--- src/rtl/btn_event_pkg.sv ---
// Shared state encoding and default 50 MHz timing constants for the button gesture controller.
package btn_event_pkg;

   typedef enum logic [2:0] {
      StIdle  = 3'd0,
      StHeld1 = 3'd1,
      StLong  = 3'd2,
      StGap   = 3'd3,
      StHeld2 = 3'd4
   } btn_state_e;

   localparam int unsigned LONG_CYC_DEF   = 50_000_000;
   localparam int unsigned DBL_CYC_DEF    = 15_000_000;
   localparam int unsigned REPEAT_CYC_DEF = 10_000_000;
   localparam int unsigned CNT_W_DEF      = 26;

endpackage

--- src/rtl/btn_event_ctrl_if.sv ---
// Debounced button inputs and gesture event outputs; slave is the controller side.
interface btn_event_ctrl_if;

   logic enable;
   logic db_level;
   logic db_tick;
   logic short_tick;
   logic double_tick;
   logic long_tick;
   logic repeat_tick;
   logic busy;

   modport master (
      output enable, db_level, db_tick,
      input  short_tick, double_tick, long_tick, repeat_tick, busy
   );

   modport slave (
      input  enable, db_level, db_tick,
      output short_tick, double_tick, long_tick, repeat_tick, busy
   );

endinterface

--- src/rtl/btn_interval_timer.sv ---
// Free-running interval counter with synchronous clear; done flags the last cycle of an interval.
module btn_interval_timer #(
   parameter int unsigned CNT_W = 26
) (
   input  logic             clk,
   input  logic             reset,
   input  logic             clr,
   input  logic             run,
   input  logic [CNT_W-1:0] limit,
   output logic             done
);

   logic [CNT_W-1:0] cnt_q;

   always_ff @(posedge clk or posedge reset) begin
      if (reset) begin
         cnt_q <= '0;
      end else if (clr) begin
         cnt_q <= '0;
      end else if (run) begin
         cnt_q <= cnt_q + CNT_W'(1);
      end
   end

   assign done = (cnt_q == (limit - CNT_W'(1)));

endmodule

--- src/rtl/btn_event_ctrl.sv ---
// Classifies debounced button activity into short, double, long and auto-repeat event pulses.
module btn_event_ctrl
   import btn_event_pkg::*;
#(
   parameter int unsigned LONG_CYC   = LONG_CYC_DEF,
   parameter int unsigned DBL_CYC    = DBL_CYC_DEF,
   parameter int unsigned REPEAT_CYC = REPEAT_CYC_DEF,
   parameter int unsigned CNT_W      = CNT_W_DEF
) (
   input  logic           clk,
   input  logic           reset,
   btn_event_ctrl_if.slave bus
);

   btn_state_e       state_q;
   logic             prev_level_q;
   logic             short_q, double_q, long_q, repeat_q;
   logic             rel;
   logic             clr, run, done;
   logic [CNT_W-1:0] limit;

   assign rel = prev_level_q & ~bus.db_level;

   // Counter restarts on every state change and on each repeat period.
   always_comb begin
      limit = CNT_W'(LONG_CYC);
      clr   = 1'b1;
      run   = 1'b0;
      case (state_q)
         StHeld1: begin
            limit = CNT_W'(LONG_CYC);
            clr   = rel | done;
            run   = 1'b1;
         end
         StLong: begin
            limit = CNT_W'(REPEAT_CYC);
            clr   = rel | done;
            run   = 1'b1;
         end
         StGap: begin
            limit = CNT_W'(DBL_CYC);
            clr   = bus.db_tick | done;
            run   = 1'b1;
         end
         default: begin
            clr = 1'b1;
            run = 1'b0;
         end
      endcase
      if (!bus.enable) begin
         clr = 1'b1;
      end
   end

   btn_interval_timer #(
      .CNT_W (CNT_W)
   ) u_timer (
      .clk   (clk),
      .reset (reset),
      .clr   (clr),
      .run   (run),
      .limit (limit),
      .done  (done)
   );

   always_ff @(posedge clk or posedge reset) begin
      if (reset) begin
         state_q      <= StIdle;
         prev_level_q <= 1'b0;
         short_q      <= 1'b0;
         double_q     <= 1'b0;
         long_q       <= 1'b0;
         repeat_q     <= 1'b0;
      end else begin
         prev_level_q <= bus.db_level;
         short_q      <= 1'b0;
         double_q     <= 1'b0;
         long_q       <= 1'b0;
         repeat_q     <= 1'b0;
         if (!bus.enable) begin
            state_q <= StIdle;
         end else begin
            case (state_q)
               StIdle: begin
                  if (bus.db_tick) state_q <= StHeld1;
               end
               StHeld1: begin
                  if (rel) begin
                     state_q <= StGap;
                  end else if (done) begin
                     state_q <= StLong;
                     long_q  <= 1'b1;
                  end
               end
               StLong: begin
                  if (rel) begin
                     state_q <= StIdle;
                  end else if (done) begin
                     repeat_q <= 1'b1;
                  end
               end
               StGap: begin
                  if (bus.db_tick) begin
                     state_q <= StHeld2;
                  end else if (done) begin
                     state_q <= StIdle;
                     short_q <= 1'b1;
                  end
               end
               StHeld2: begin
                  if (rel) begin
                     state_q  <= StIdle;
                     double_q <= 1'b1;
                  end
               end
               default: state_q <= StIdle;
            endcase
         end
      end
   end

   assign bus.short_tick  = short_q;
   assign bus.double_tick = double_q;
   assign bus.long_tick   = long_q;
   assign bus.repeat_tick = repeat_q;
   assign bus.busy        = (state_q != StIdle);

endmodule

--- src/flat_wrapper.sv ---
// flat-port wrapper written by rule: the top's interface ports become plain ports
module btn_event_ctrl_flat import btn_event_pkg::*;
#(
   parameter int unsigned LONG_CYC   = LONG_CYC_DEF,
   parameter int unsigned DBL_CYC    = DBL_CYC_DEF,
   parameter int unsigned REPEAT_CYC = REPEAT_CYC_DEF,
   parameter int unsigned CNT_W      = CNT_W_DEF
)
  (clk, reset, bus_enable, bus_db_level, bus_db_tick, bus_short_tick, bus_double_tick, bus_long_tick, bus_repeat_tick, bus_busy);
  btn_event_ctrl_if bus_i ();
  input  logic clk;
  input  logic reset;
  input wire logic [$bits(bus_i.enable)-1:0] bus_enable;
  input wire logic [$bits(bus_i.db_level)-1:0] bus_db_level;
  input wire logic [$bits(bus_i.db_tick)-1:0] bus_db_tick;
  output wire logic [$bits(bus_i.short_tick)-1:0] bus_short_tick;
  output wire logic [$bits(bus_i.double_tick)-1:0] bus_double_tick;
  output wire logic [$bits(bus_i.long_tick)-1:0] bus_long_tick;
  output wire logic [$bits(bus_i.repeat_tick)-1:0] bus_repeat_tick;
  output wire logic [$bits(bus_i.busy)-1:0] bus_busy;
  assign bus_i.enable = bus_enable;
  assign bus_i.db_level = bus_db_level;
  assign bus_i.db_tick = bus_db_tick;
  assign bus_short_tick = bus_i.short_tick;
  assign bus_double_tick = bus_i.double_tick;
  assign bus_long_tick = bus_i.long_tick;
  assign bus_repeat_tick = bus_i.repeat_tick;
  assign bus_busy = bus_i.busy;
  btn_event_ctrl #(.LONG_CYC(LONG_CYC), .DBL_CYC(DBL_CYC), .REPEAT_CYC(REPEAT_CYC), .CNT_W(CNT_W)) u_core (.clk(clk), .reset(reset), .bus(bus_i));
endmodule
--- config.mk ---
export PLATFORM = sky130hd
export DESIGN_NAME = btn_event_ctrl_flat
export DESIGN_NICKNAME = d
export VERILOG_FILES = /design/src/rtl/btn_event_pkg.sv /design/src/rtl/btn_event_ctrl_if.sv /design/src/rtl/btn_interval_timer.sv /design/src/rtl/btn_event_ctrl.sv /design/src/flat_wrapper.sv
export SDC_FILE = /design/constraint.sdc
export NUM_CORES = 1
export LEC_CHECK = 0
export ABC_AREA = 1
export CAP_MARGIN = 20
export CORE_MARGIN = 2
export CORE_UTILIZATION = 55
export CTS_CLUSTER_SIZE = 40
export DETAILED_ROUTE_END_ITERATION = 7
export GPL_ROUTABILITY_DRIVEN = 1
export GPL_TIMING_DRIVEN = 0
export PLACE_DENSITY = 0.81
export REMOVE_ABC_BUFFERS = 1
export SLEW_MARGIN = 10
export SYNTH_ARGS = -nofsm -noshare
export SYNTH_HDL_FRONTEND = slang
export SYNTH_SLANG_ARGS = --single-unit
--- constraint.sdc ---
create_clock -name clk -period 2.12 [get_ports clk]
set_input_delay 0.318 -clock clk [delete_from_list [all_inputs] [get_ports clk]]
set_output_delay 0.318 -clock clk [all_outputs]
set_load 0.005 [all_outputs]
### Word-level counts from Yosys, hierarchy flattened

Cells that the tools add are included.

| operators by class | value |
|---|---|
| add/subtract/negate cells | 2 |
| equality and inequality tests | 9 |
| muxes and demuxes | 26 |
| bitwise logic cells | 4 |
| reductions and logical operators | 7 |

Operator list:

| operator | number |
|---|---|
| 2-to-1 mux 26 bit | 2 |
| one-hot mux 26 bit (2 select lines) | 1 |
| adder 26 x 1 -> 26 bit, second input constant | 1 |
| == test 26 bit | 1 |
| subtractor 26 x 1 -> 26 bit, second input constant | 1 |
| 2-to-1 mux 3 bit | 7 |
| 2-to-1 mux 1 bit | 14 |
| one-hot mux 3 bit (4 select lines) | 1 |
| == test 3 x 2 -> 1 bit, second input constant | 2 |
| inequality test 4 x 2 -> 1 bit, second input constant | 1 |
| inequality test 4 x 3 -> 1 bit, second input constant | 1 |
| AND reduction 4 bit | 1 |
| OR reduction 2 bit | 2 |
| == test 3 x 1 -> 1 bit, second input constant | 1 |
| == test 3 bit, second input constant | 1 |
| logical NOT 3 bit | 1 |
| inequality test 3 x 2 -> 1 bit, second input constant | 1 |
| inequality test 3 bit, second input constant | 1 |
| nonzero test 3 bit | 1 |
| OR reduction 3 bit | 1 |
| OR 1 bit | 2 |
| one-hot mux 1 bit (2 select lines) | 1 |
| nonzero test 2 bit | 1 |
| AND 1 bit | 1 |
| NOT 1 bit | 1 |

| storage, ports and cells | value |
|---|---|
| bits in registers | 34 |
| input bits | 5 |
| output and inout port bits | 5 |
| word-level logic and storage cells | 55 |

### Longest topological paths before layout

| logic depth | value |
|---|---|
| word-level depth | 8 |
| gate-level depth with buffers | 11 |
| mapped depth without buffers | 11 |

### By module

A second synthesis with hierarchy kept.

| second synthesis, totals | value |
|---|---|
| cell total of the unflattened synthesis | 474 |
| area, all modules | 3025.4 µm² |

By module, submodules not included:

| module | instances | cells each | area each (µm²) | sequential area each (µm²) |
|---|---|---|---|---|
| btn_interval_timer | 1 | 408 | 2563.7 | 650.6 |
| btn_event_ctrl | 1 | 66 | 461.7 | 200.2 |

### Worst setup path before layout

No wires, ideal clock.

| timing | value |
|---|---|
| path type | reg-to-reg |
| start | register u_core.u_timer.cnt_q[0] |
| end | register u_core.u_timer.cnt_q[0] |
| data arrival time | 1.580 ns |
| slack | 0.419 ns |
| stages on the path, launching flop included | 11 |
| period minus slack after synthesis | 1.701 ns |
| cell sequence | dfrtp_1 -> ha_1 -> nand3_1 -> nor2_1 -> nand2_1 -> nor2_1 -> nand2_1 -> or2_4 -> nand2_4 -> buf_6 -> nor2_1 |

| on the way | value |
|---|---|
| longest elaborated chain between the ends | 5 |
| elaborated cells on any way between the ends | 9 |
| classes of those cells | add/sub: 1; eq/ne: 1; mux: 4; bitwise: 2; reduce/logical: 1 |

Ends and longest elaborated chain:

| what | line | RTL |
|---|---|---|
| from (decl) | btn_interval_timer.sv:13 | `logic [CNT_W-1:0] cnt_q;` |
| from (signal assigned) | btn_interval_timer.sv:21 | `cnt_q <= cnt_q + CNT_W'(1);` |
| parallel branches: the longest is 5 deep, another holds adder 26 x 1 -> 26 bit | - |  |

Several ways; the timed one is not identified. The select of a mux whose other input is x is not followed.
A chain may end at the register's enable or synchronous reset.

### Worst setup path in the final report

| timing | value |
|---|---|
| start | register u_core.state_q[1] |
| end | output bus_busy |

| on the way | value |
|---|---|
| longest elaborated chain between the ends | 1 |

Ends and longest elaborated chain:

| what | line | RTL |
|---|---|---|
| from (decl) | btn_event_ctrl.sv:15 | `btn_state_e state_q;` |
| from (signal assigned) | btn_event_ctrl.sv:68 | `state_q <= StIdle;` |
| from (signal assigned) | btn_event_ctrl.sv:81 | `state_q <= StIdle;` |
| from (signal assigned) | btn_event_ctrl.sv:85 | `if (bus.db_tick) state_q <= StHeld1;` |
| nonzero test 3 bit | btn_event_ctrl.sv:126 | `assign bus.busy = (state_q != StIdle);` |
| to (decl) | flat_wrapper.sv:20 | `output wire logic [$bits(bus_i.busy)-1:0] bus_busy;` |

Every way passes these cells.

==> impl_metrics.toml <==
[placement]
numPortBuffers = 9
place_worst_setup_slack_ps = 65.2
place_congestion = 0.873
detailedPlacementHpwl_um = 2820

[floorplan]
floorplan.core_area_um2 = 3340
floorplan.initialDensity_pct = 57.0
row_count = 21
fp.dieW_um = 62.8
num_io_pins = 10
vertical_extent_of_the_die_um = 62.8
die_area_um2 = 3940

[timing]
report.final.hold_viol_count = 0
setup_repair_after_global_routing_missed_its_margin = "no"
timing_worst_slew_pin_value_ps = 546
postLayoutSetupSlackWorst_ps = 99.3
report.final.slew_viol_count = 0
skew_ps = 7.92
max_fclk_mhz = 495
timing.setup.tns_ps = 0
slew_headroom_pct = 63.5
setup_viol = 0
finalCriticalPeriod_ps = 2020
finalCritPeriodShare_pct = 95.3

[worst_setup_path]
cp-start-kind = "flip-flop"
worstPathArrival_ps = 1700
worstPathBufferInverterCount = 3
crit_path_cell_chain = "nor2_1 -> inv_1 -> nor2_1 -> inv_1 -> clkdlybuf4s50_1"
worstSetupPathType = "reg -> out"
end_kind = "output pin"
critical_path_required_ps = 1800
cp_slowest_cell = "sky130_fd_sc_hd__dfrtp_2"
timing.reg2reg.setup_slack_ps = 230
worst_r2r_startpoint = "u_core.u_timer.cnt_q[0]$_DFFE_PP0P_"
critical_path_depth = 5
worst_r2r_end = "u_core.u_timer.cnt_q[14]$_DFFE_PP0P_"
max_stage_delay_ps = 460
critical_path.top_delay_family = "buffers and inverters"
path_max_fanout = 7
worst_r2r_path_depth = 9

[route]
route.final.wire_length_um = 3770
drc_errors = 0
detail_route.iter0.violations = 91
detailedRoute.firstPassIterationCount = 4
vias = 1609
route.detailed.vias_per_inst = 5.01
drtAntennaViolNets = 0
wire_per_inst_um = 11.7

[logic_synthesis]
synth_area_um2 = 1900
netlist.area_leader.share_pct = 44.8
yosys.cell_types.count = 20
synth_area_per_cell_um2 = 7.34
fraction_of_registers_with_async_set_reset_pct = 100
synth-edff-count = 0
synth_seq_cells = 34
synthFlopType = "sky130_fd_sc_hd__dfrtp_1"
synth_top_cell_by_area = "sky130_fd_sc_hd__dfrtp_1"
yosysWarnings = 0
sequential_to_total_area_share_from_yosys_stat_pct = 44.8
synthesis.instances = 259
yosysMostFrequentCell = "sky130_fd_sc_hd__nand2_1"
synth_commonest_cells = "65 x sky130_fd_sc_hd__nand2_1, 58 x sky130_fd_sc_hd__nor2_1, 34 x sky130_fd_sc_hd__dfrtp_1, 34 x sky130_fd_sc_hd__inv_1, 23 x sky130_fd_sc_hd__nand3_1"
synth_top_cells_by_area = "sky130_fd_sc_hd__dfrtp_1 45%, sky130_fd_sc_hd__nand2_1 13%, sky130_fd_sc_hd__nor2_1 11%"

[worst_hold_path]
hp-class = "in -> async"

[clock_tree]
cts.repair_timing.setup_buffer_count = 0
maximum_level_of_the_cts_h_tree = 2
worst_skew_pair.late_latency_ps = 350
cts_tree = "built"
cts_hold_buffers = 0
cts.repair.resized = 0
clock_pin_slew_reported_for_the_worst_setup_and_hold_paths_after_clock_tree_synthesis_ps = 110
clkSinkCount = 34
cts-buffers-inserted = 5
clockBufferDepth = 2
cts_root_cell = "sky130_fd_sc_hd__clkbuf_4"

[global_routing]
grt_start_max_net_pins = 27
antenna_found_initial = 0
groute.usage.overall_pct = 22.4
number_of_global_route_vias_before_repair = 1662
grt_remaining_overflow = 0
grt_first_pass_wirelength_um = 6980

[power_and_ir_drop]
power.density_nw_per_um2 = 694
leakagePower_uw = 0.000946
vdd_ir_drop_max_uv = 378
report.power.total_uw = 1490

[finish]
layout_area_growth_over_synthesis_pct = 12.8
fin_nets = 280
antenna_cells_inserted = 0
post_route_cells_drive_above_1_share_pct = 5.45

[status]
run_status = "finished clean"

[run]
max_capacitance_violation_total = 0
area by class of cell:
cell class	instances	area, µm²
well taps	46	57.6
flip-flops and latches	34	852
repair buffers	10	118
multi-input cells	189	911
inverters	34	128
fillers	289	1190
clock buffers	8	78.8
state kept, by name, summed over array words and instances (netlist names):
register	count
u_core.bus.repeat_tick	1
u_core.bus.short_tick	1
u_core.prev_level_q	1
u_core.state_q	3
u_core.u_timer.cnt_q	26
u_core.bus.long_tick	1
u_core.bus.double_tick	1
cells by family after synthesis:
kind of cell | after synthesis | share of synthesized area [%]
AOI/OAI and AO/OA | 7 | 2.17
and+or+nand+nor | 161 | 35.3
DFF | 34 | 44.8
adders and majority gates | 1 | 0.658
xor gates and xnor gates | 20 | 9.22
buffers and inverters | 36 | 7.90
worst max-delay path by stage:
| stage | from | end | slack, ps |
|---|---|---|---|
| 2_1_floorplan | u_core.u_timer.cnt_q[0]$_DFFE_PP0P_ | u_core.u_timer.cnt_q[10]$_DFFE_PP0P_ | 430 |
| 3_3_place_gp | u_core.u_timer.cnt_q[0]$_DFFE_PP0P_ | u_core.u_timer.cnt_q[17]$_DFFE_PP0P_ | 130 |
| 3_5_place_dp | u_core.u_timer.cnt_q[0]$_DFFE_PP0P_ | u_core.u_timer.cnt_q[2]$_DFFE_PP0P_ | 70 |
| 4_1_cts | u_core.u_timer.cnt_q[0]$_DFFE_PP0P_ | u_core.u_timer.cnt_q[2]$_DFFE_PP0P_ | 50 |
| 5_1_grt | u_core.state_q[1]$_DFFE_PP0P_ | bus_busy | 10 |
| 6_report | u_core.state_q[1]$_DFFE_PP0P_ | bus_busy | 100 |
cell usage in the layout (no fill, tap or decap), types with 2 or more instances in the layout:
cell,Yosys,final
sky130_fd_sc_hd__xnor2_1,5,5
sky130_fd_sc_hd__clkbuf_8,0,3
sky130_fd_sc_hd__nand4_1,2,2
sky130_fd_sc_hd__nor2_2,2,3
sky130_fd_sc_hd__a21oi_1,2,2
sky130_fd_sc_hd__nand2_1,65,65
sky130_fd_sc_hd__clkdlybuf4s50_1,0,9
sky130_fd_sc_hd__nor2_1,58,57
sky130_fd_sc_hd__xor2_1,15,15
sky130_fd_sc_hd__clkbuf_4,0,5
sky130_fd_sc_hd__inv_1,34,34
sky130_fd_sc_hd__dfrtp_1,34,33
sky130_fd_sc_hd__nor3_1,7,7
sky130_fd_sc_hd__o21ai_0,3,3
sky130_fd_sc_hd__nand3_1,23,23
power breakdown:
group	internal (µW)	switching (µW)
combinational	111	211
clock	227	225
sequential	677	38.0
total	1010	474
per-stage QoR:
step | cell area [µm²] | cells | hold slack, ps | utilization (%)
after detailed placement | 2050 | 313 | 532 | 61.5
after floorplan | 1880 | 257 | 349 | -
after global placement | 2030 | 312 | 506 | 60.7
final | 2140 | 321 | 304 | 64.3
after global routing | 2140 | 321 | 369 | 64.3
after CTS | 2130 | 321 | 321 | 63.9
metal layers:
metal | track usage [%] | vias to the layer above | part of all wire [%]
met1 | 27.5 | 736 | 46
met5 | 0 | - | 0
li1 | - | 824 | -
met4 | 9.17 | 0 | 1.2
met2 | 38.7 | 45 | 47
met3 | 4.50 | 4 | 5.4
No activity file was read; power rests on OpenSTA's default activity.
